## src/rtl/instr_fetch_unit.sv

```systemverilog
// instr_fetch_unit: multi-cycle instruction fetch stage.
// On an accepted start it latches pc into imem_addr. It then holds imem_req until
// ack, timeout or flush. An acked word is captured into ir, and its address into ir_pc.
// Optional feature: define ADDR_CHECK_EN to reject a misaligned pc (pc[1:0] != 0).
// A rejected fetch goes straight to ERR and never raises imem_req.
// Ports:
//   clk, rst (async, active-low)
//   start, flush, pc                        -- controller side
//   imem_req, imem_addr, imem_ack, imem_rdata -- instruction memory side
//   ir, ir_pc                               -- instruction register and its address
//   busy, done, err                         -- status (done/err are 1-cycle pulses)
module instr_fetch_unit #(
  parameter int unsigned ADDR_W  = 32,
  parameter int unsigned DATA_W  = 32,
  parameter int unsigned TIMEOUT = 15,
  parameter int unsigned TMO_W   = 4
) (
  input  logic              clk,
  input  logic              rst,
  input  logic              start,
  input  logic              flush,
  input  logic [ADDR_W-1:0] pc,
  output logic              imem_req,
  output logic [ADDR_W-1:0] imem_addr,
  input  logic              imem_ack,
  input  logic [DATA_W-1:0] imem_rdata,
  output logic [DATA_W-1:0] ir,
  output logic [ADDR_W-1:0] ir_pc,
  output logic              busy,
  output logic              done,
  output logic              err
);

  typedef enum logic [1:0] {IDLE, REQ, DONE, ERR} state_e;

  localparam logic [TMO_W-1:0] TMO_LAST = TMO_W'(TIMEOUT - 1);

  state_e            state_q, state_d;
  logic [TMO_W-1:0]  cnt_q, cnt_d;
  logic [ADDR_W-1:0] addr_q, addr_d;
  logic [DATA_W-1:0] ir_q, ir_d;
  logic [ADDR_W-1:0] ir_pc_q, ir_pc_d;
  logic              req_q, busy_q, done_q, err_q;
  logic              misaligned;

`ifdef ADDR_CHECK_EN
  assign misaligned = (pc[1:0] != 2'b00);
`else
  assign misaligned = 1'b0;
`endif

  // Next-state and datapath updates
  always_comb begin
    state_d = state_q;
    cnt_d   = cnt_q;
    addr_d  = addr_q;
    ir_d    = ir_q;
    ir_pc_d = ir_pc_q;
    unique case (state_q)
      IDLE: begin
        if (start) begin
          addr_d  = pc;
          cnt_d   = '0;
          state_d = misaligned ? ERR : REQ;
        end
      end
      REQ: begin
        // Flush wins over a same-cycle ack; that data is dropped
        if (flush) begin
          state_d = IDLE;
        end else if (imem_ack) begin
          ir_d    = imem_rdata;
          ir_pc_d = addr_q;
          state_d = DONE;
        end else if (cnt_q == TMO_LAST) begin
          state_d = ERR;
        end else begin
          cnt_d = cnt_q + TMO_W'(1);
        end
      end
      DONE:    state_d = IDLE;
      ERR:     state_d = IDLE;
      default: state_d = IDLE;
    endcase
  end

  // State, datapath and status registers; status flops decode the next state
  always_ff @(posedge clk or negedge rst) begin
    if (!rst) begin
      state_q <= IDLE;
      cnt_q   <= '0;
      addr_q  <= '0;
      ir_q    <= '0;
      ir_pc_q <= '0;
      req_q   <= 1'b0;
      busy_q  <= 1'b0;
      done_q  <= 1'b0;
      err_q   <= 1'b0;
    end else begin
      state_q <= state_d;
      cnt_q   <= cnt_d;
      addr_q  <= addr_d;
      ir_q    <= ir_d;
      ir_pc_q <= ir_pc_d;
      req_q   <= (state_d == REQ);
      busy_q  <= (state_d != IDLE);
      done_q  <= (state_d == DONE);
      err_q   <= (state_d == ERR);
    end
  end

  assign imem_req  = req_q;
  assign imem_addr = addr_q;
  assign ir        = ir_q;
  assign ir_pc     = ir_pc_q;
  assign busy      = busy_q;
  assign done      = done_q;
  assign err       = err_q;

endmodule

```

## config.mk

```make
export PLATFORM = sky130hd
export DESIGN_NAME = instr_fetch_unit
export DESIGN_NICKNAME = d
export VERILOG_FILES = /design/src/rtl/instr_fetch_unit.sv
export SDC_FILE = /design/constraint.sdc
export NUM_CORES = 1
export LEC_CHECK = 0
export CAP_MARGIN = 5
export CORE_ASPECT_RATIO = 0.5
export CORE_MARGIN = 2
export CORE_UTILIZATION = 39
export CTS_CLUSTER_DIAMETER = 100
export DETAILED_ROUTE_END_ITERATION = 10
export MAX_ROUTING_LAYER = met4
export PLACE_DENSITY = 0.77
export SYNTH_ARGS = -nofsm -noshare
export SYNTH_HDL_FRONTEND = slang
export SYNTH_SLANG_ARGS = --single-unit
```

## constraint.sdc

```tcl
create_clock -name clk -period 1.8 [get_ports clk]
set_clock_uncertainty 0.15 [all_clocks]
set_input_delay 0.27 -clock clk [delete_from_list [all_inputs] [get_ports clk]]
set_output_delay 0.27 -clock clk [all_outputs]
set_load 0.01 [all_outputs]
```

Word level (Yosys, flattened, before mapping)
Index checks and enable logic that the tools add are counted.

word-level totals
  logic and storage cells = 39
  bits in registers = 106
  bits of input ports = 69

cells by class
  muxes and demuxes = 10
  reduce and logical (&&, ||, !) cells = 7
  bitwise logic cells = 1
  $add $sub $neg = 1
  equal/unequal tests = 11

operators by type and width
  kind                 count
  $mux 4               4
  $eq 2x2->1 const B   4
  $mux 2               4
  $ne 2x2->1 const B   4
  $pmux 4 s2           1
  $pmux 2 s3           1
  $reduce_and 5->1     1
  $add 4x1->4 const B  1
  $eq 2x1->1 const B   2
  $eq 4x4->1 const B   1
  $reduce_bool 2->1    2
  $reduce_and 3->1     1
  $logic_not 2->1      1
  $reduce_and 2->1     1
  $reduce_or 2->1      1
  $not 1->1            1

Logic depth before layout (Yosys ltp)
  depth in word-level cells = 6
  gate-level depth with buffers = 5

Worst setup path before layout
No wires, ideal clock.

  kind = reg-to-reg
  start = reg state_q[1]
  end = reg ir_pc_q[13], in the netlist ir_pc[13]
  arrival = 1.534 ns
  required time = 1.523 ns
  clock period less this slack = 1.812 ns
  cell stages (with the launch flop) = 6
  setup slack = -0.012 ns
  buffers on the path = 2
  cell sequence = dfrtp_1 or3b_4 nor2_4 buf_6 buf_8 mux2_1

on the way
  word-level cells in the longest chain between the ends = 2

ends and longest elaborated chain
  what                        line  RTL
  start, declared             38    state_e state_q, state_d;
  start signal, assigned      100   state_q <= state_d;
  $eq 2x1->1                  59    unique case (state_q)
  $reduce_and 3->1 (no line)  --
  end signal, assigned        104   ir_pc_q <= ir_pc_d;
  end, declared               42    logic [ADDR_W-1:0] ir_pc_q, ir_pc_d;

No other way between the ends.
A chain may end at the register's enable or synchronous reset.

Worst setup path after layout
  start = reg state_q[1]
  end = reg ir_q[0], in the netlist ir[0]

on the way
  word-level cells in the longest chain between the ends = 2

ends and longest elaborated chain
  what                        line  RTL
  $eq 2x1->1                  59
  $reduce_and 3->1 (no line)  --
  end signal, assigned        103   ir_q <= ir_d;
  end, declared               41    logic [DATA_W-1:0] ir_q, ir_d;

No other way between the ends.

==> flow_summary.ini <==
[synth]
synth_area_leaders = dfrtp_1, mux2_1, nand2_1
synth-main-ff-cell = dfrtp_1
ys_seq_area_frac = 0.647
syn_avg_cell_area_um2 = 13.0
synth_edf_count = 0
netlist_area_um2 = 4100
synth_top_area_frac = 0.647
synth_top_area_cell = dfrtp_1
synth_cell_types = 33
synth-seq-cells = 106
syn_nets = 387
synthArstFlopShare = 1.00
syn_inst = 316
yosys_warnings = 0

[route]
wl_mm = 9.96
ant_nets = 0
vias_per_cell = 4.66
post-route-drc-count = 0
route.vias.total = 3031
drt_pass1_iterations = 4
wl_per_cell_um = 15.3
drt-initial-drc-count = 123

[layout]
layout-drive-gt1-share = 0.118
n_antenna_cell = 0
nNetsFinal = 576
postLayoutCoreUtil = 0.634
syn2layout_area_growth_pct = 57.9

[sta]
layout_worst_path_cycle_share = 1.00
holdWs_ns = 0.308
slew_violations = 0
worstMarginPinSlew_ns = 0.413
period_minus_slack_ns = 1.80
max_freq_mhz = 555
final_hold_viol_count = 0
fin_ws_ns = -0.000260
maxSlewHeadroom = 0.725
grt_setup_unrepaired = true
setup_viol = 1

[status]
failed_checks = setup timing
outcome = finished, violations left

[setup_path]
crit_type = register to register
crit_fanout = 21
startpoint_type = register
critical_path_arrival_ns = 1.87
worstPathRequired_ns = 1.87
end_kind = register
reg2reg_slack_ns = -0.0003

[place]
gp_congestion = 0.823
portBuffers = 168
dpl.hpwl_mm = 7.10

[floorplan]
die_w_um = 149
fp-row-count = 26
io_pins = 169
die_h_um = 76.5
start_util = 0.402
core_um2 = 10200
dieArea_um2 = 11400

[clocking]
cts_buffers = 9
root_buffer = clkbuf_16
clock-sinks = 106
clkLatencyLatePin_ns = 0.34
clock_path_buffers = 2
htreeDepth = 3
cts_tree = done
path_clk_slew_ns = 0.06

[grt]
grt_pass1_vias = 3179
grt_pass1_wl_mm = 16.2
antenna_found_initial = 0
grt_usage = 0.187
grt_max_degree = 77
overflow = 0

[flow_run]
cap_viol_max_count = 0

[min_path]
hold_path.class = input port to register

[pwr]
power.leakage_nw = 2.93
finalPower_mw = 8.62
irDropWorstVdd_uv = 511
p_per_area_nw_per_um2 = 1330
state kept, by name, indices dropped and copies added (netlist names):
signal / count
ir: 32
err: 1
imem_addr: 32
ir_pc: 32
busy: 1
imem_req: 1
cnt_q: 4
state_q: 2
done: 1
cell type report:
type	instances	area, µm²
tap	140	175
multi-input combinational	190	1350
fill	806	3740
clock buffer	14	254
timing repair buffer	192	1970
sequential	106	2650
inverter	6	22.5
clock inverter	2	60.1
worst max-delay path, stage by stage (launching register included):
cell     delay (ns)
dfrtp_1        0.37
or3b_4         0.39
nor2_4         0.13
buf_12         0.13
buf_12         0.16
mux2_1         0.34
Yosys cell counts, types with 2 or more instances:
library cell,number
dfrtp_1,106
nand2_1,99
mux2_1,49
mux2_2,15
clkbuf_1,7
inv_1,6
buf_8,5
ha_1,2
nor2_1,2
nor2b_1,2
power by group:
group	internal [mW]	total [mW]	switching, mW
clock network	1.26	2.06	0.802
logic	1.86	3.02	1.16
registers	3.13	3.54	0.411
cells by family after synthesis:
group	synth area share
AO/OA/AOI/OAI	0.0165
flip-flops	0.647
adder cells (fa/ha/maj)	0.00610
AND/OR/NAND/NOR	0.118
multiplexers	0.178
buffers and inverters	0.0348
final timing paths:
kind,depth (start not counted),start,endpoint
worst max-delay path,5,state_q[1],ir[0]
worst min-delay path,3,pc[23],imem_addr[23]
worst max register to register,5,state_q[1],ir[0]
worst min register to register,1,ir[12],ir[12]
max in group asynchronous,3,rst,ir[16]
min in group asynchronous,3,rst,ir_pc[22]
what timing repair did:
| item | in CTS | in global routing |
|---|---|---|
| resized for setup | 4 | 5 |
| buffers inserted | 0 | 3 |
| hold endpoints to repair | 106 | 0 |
| endpoints found under the setup margin | 65 | 65 |
| cloned | 0 | 1 |
| hold buffers | 1 | 0 |
layout by cell type, fill, tap and decap left out, drive strengths merged, types with 2 or more instances in the layout:
cell           instances
buf                   23
bufinv                 2
clkbuf                15
clkdlybuf4s50        166
dfrtp                106
ha                     2
inv                    6
mux2                  64
nand2                 99
nor2                   3
nor2b                  2
or3b                   2
through the flow:
step | TNS [ns] | setup slack (ns) | std cells | instance area, µm²
6_report | -0.000260 | -0.000260 | 650 | 6470
5_1_grt | -1.88 | -0.0537 | 650 | 6470
4_1_cts | -0.00906 | -0.00734 | 646 | 6390
3_5_place_dp | -26.07 | -0.401 | 629 | 6060
3_3_place_gp | -25.15 | -0.368 | 629 | 6060
2_1_floorplan | 0 | 0.00529 | 316 | 4110
routing by layer:
metal	part of all wire	up-vias	routed length, µm	GRT usage
met5	0	-	0	-
met4	0.031	0	312	0.0743
met3	0.040	31	395	0.0419
met2	0.52	68	5160	0.318
met1	0.41	1513	4090	0.216
li1	-	1419	-	-
Power figures use the tool's default switching activity.
==> RTL change (same flow settings) <==
Set the parameter `TMO_W` to 5 (it was 4).
--- a/src/rtl/instr_fetch_unit.sv
+++ b/src/rtl/instr_fetch_unit.sv
@@ -15,3 +15,3 @@
   parameter int unsigned TIMEOUT = 15,
-  parameter int unsigned TMO_W   = 4
+  parameter int unsigned TMO_W   = 5
 ) (
Behaviour: no difference found for any inputs over 4 cycles, from zero or initial values and one cycle with rst low; that may be too few to reach the edited logic, so the function may still have changed.
==> RTL change against the original RTL <==
  * First-iteration DRC count up 27%
  * Worst setup slack better by 0.089 ns
  * Design area up 2.7%
  * Total power up 3.6%
  * Routed wire length up 8.1%
  * Global-route usage up 0.26 points
  * Via count up 1.3%
  * Sequential cell count up 1
  * Synthesized area up 5.2%
==> RTL change: results (changes against the original RTL) <==
startpoint: "ir_pc[26]$_DFFE_PN0P_"
synthArstFlopShare: 1.00  # unchanged
power_leakage_uw: 0.00306  # +4.5%
use_met3: 0.0387  # -0.00326
synth.area.mux_share: 0.210  # +0.0316
dpl_cell_area_mm2: 0.00633  # +4.5%
cp_max_fo: 2  # -90%
switching_share: 0.274  # -0.000764
synth_cell_types: 32  # -3.0%
port-buffer-count: 168  # unchanged
crit_family: "buffers and inverters"
syn-num-nets: 391  # +1.0%
grt_pass1_wl_um: 17200  # +6.2%
netlist_instances: 320  # +1.3%
dpl.hpwl_um: 7940  # +12%
synthXorXnorAreaFrac: 0  # unchanged
worstMarginPinSlew_ns: 0.451  # +0.0388 ns
wl_met1_um: 4420  # +8.1%
dp_cells: 642  # +2.1%
grtUsageTotal: 0.189  # +0.00264
diodes: 0  # unchanged
endpoint: "ir_pc[26]"
gp_congestion: 0.837  # +1.7%
critical-path-max-stage-delay_ns: 0.60  # +0.21 ns
wl_met3_um: 334  # -15%
root_buffer: "clkbuf_16"
highest_layer: "met4"
reg2reg_to: "ir[25]$_DFFE_PN0P_"
hold-worst-slack_ns: 0.268  # -0.0398 ns
yosys-top-cells-area: "dfrtp_1 (62%), mux2_4 (17%), nand2_1 (8.8%), mux2_2 (2.6%), buf_6 (1.6%)"
drt_iter0_markers: 156  # +27%
postCtsSetupRepairBufs: 0  # unchanged
first_global_vias: 3247  # +2.1%
viasPerCell: 4.66  # -0.13%
synth_compound_area_frac: 0.0206  # +0.00412
finalWirelength_um: 10800  # +8.1%
coreArea_mm2: 0.0109  # +6.5%
synthAdderAreaFrac: 0.00580  # -0.000299
layout-drive-gt1-share: 0.204  # +0.0866
met2_length_um: 5710  # +11%
peakVddDrop_mv: 0.617  # +21%
met1_usage: 0.214  # -0.00203
arrival_ns: 1.29  # -0.58 ns
firstDrtPassIters: 4  # unchanged
met2_usage: 0.335  # +0.0170
cp_slowest_cell: "clkdlybuf4s50_1"
status: "complete, no violations"
synthTopCellsByCount: "dfrtp_1 (107), nand2_1 (101), mux2_4 (49)"
grt_max_degree: 33  # -57%
wire_per_inst_um: 16.3  # +6.6%
hold_class: "in -> async"
place_ws_ns: -0.195  # +0.207 ns
reg2reg_depth: 4  # -1
nets: 580  # +0.69%
min_period_ns: 1.71  # -0.0887 ns
ys_seq_area_frac: 0.621  # -0.0259
-- RTL change: cell families after synthesis --
family | count (synthesis)
AO/OA/AOI/OAI | 12
adder cells (fa/ha/maj) | 2
buffers and inverters | 21
flip-flops | 107
multiplexers | 64
AND/OR/NAND/NOR | 114
-- RTL change: area by class of cell --
cell class / count / area (um^2)
Clock buffer: 11 / 233
Clock inverter: 5 / 77.6
Fill cell: 826 / 4230
Inverter: 6 / 22.5
Multi-Input combinational cell: 192 / 1520
Sequential cell: 107 / 2680
Tap cell: 145 / 181
Timing Repair Buffer: 193 / 1940
-- RTL change: power groups by stage --
stage               Clock (uW)  Combinational, uW  Sequential (uW)
CTS                       2090               3330             3600
finish                    2050               3280             3590
detailed placement           0               3320             3620
global route              2200               3460             3700
floorplan                    0                989             3920
global placement             0               3240             3600
-- RTL change: repair_timing --
item,4_1_cts,5_1_grt
setup endpoints to repair,0,2
hold buffers,1,0
gates resized for setup,0,1
endpoints found under the hold margin,28,0
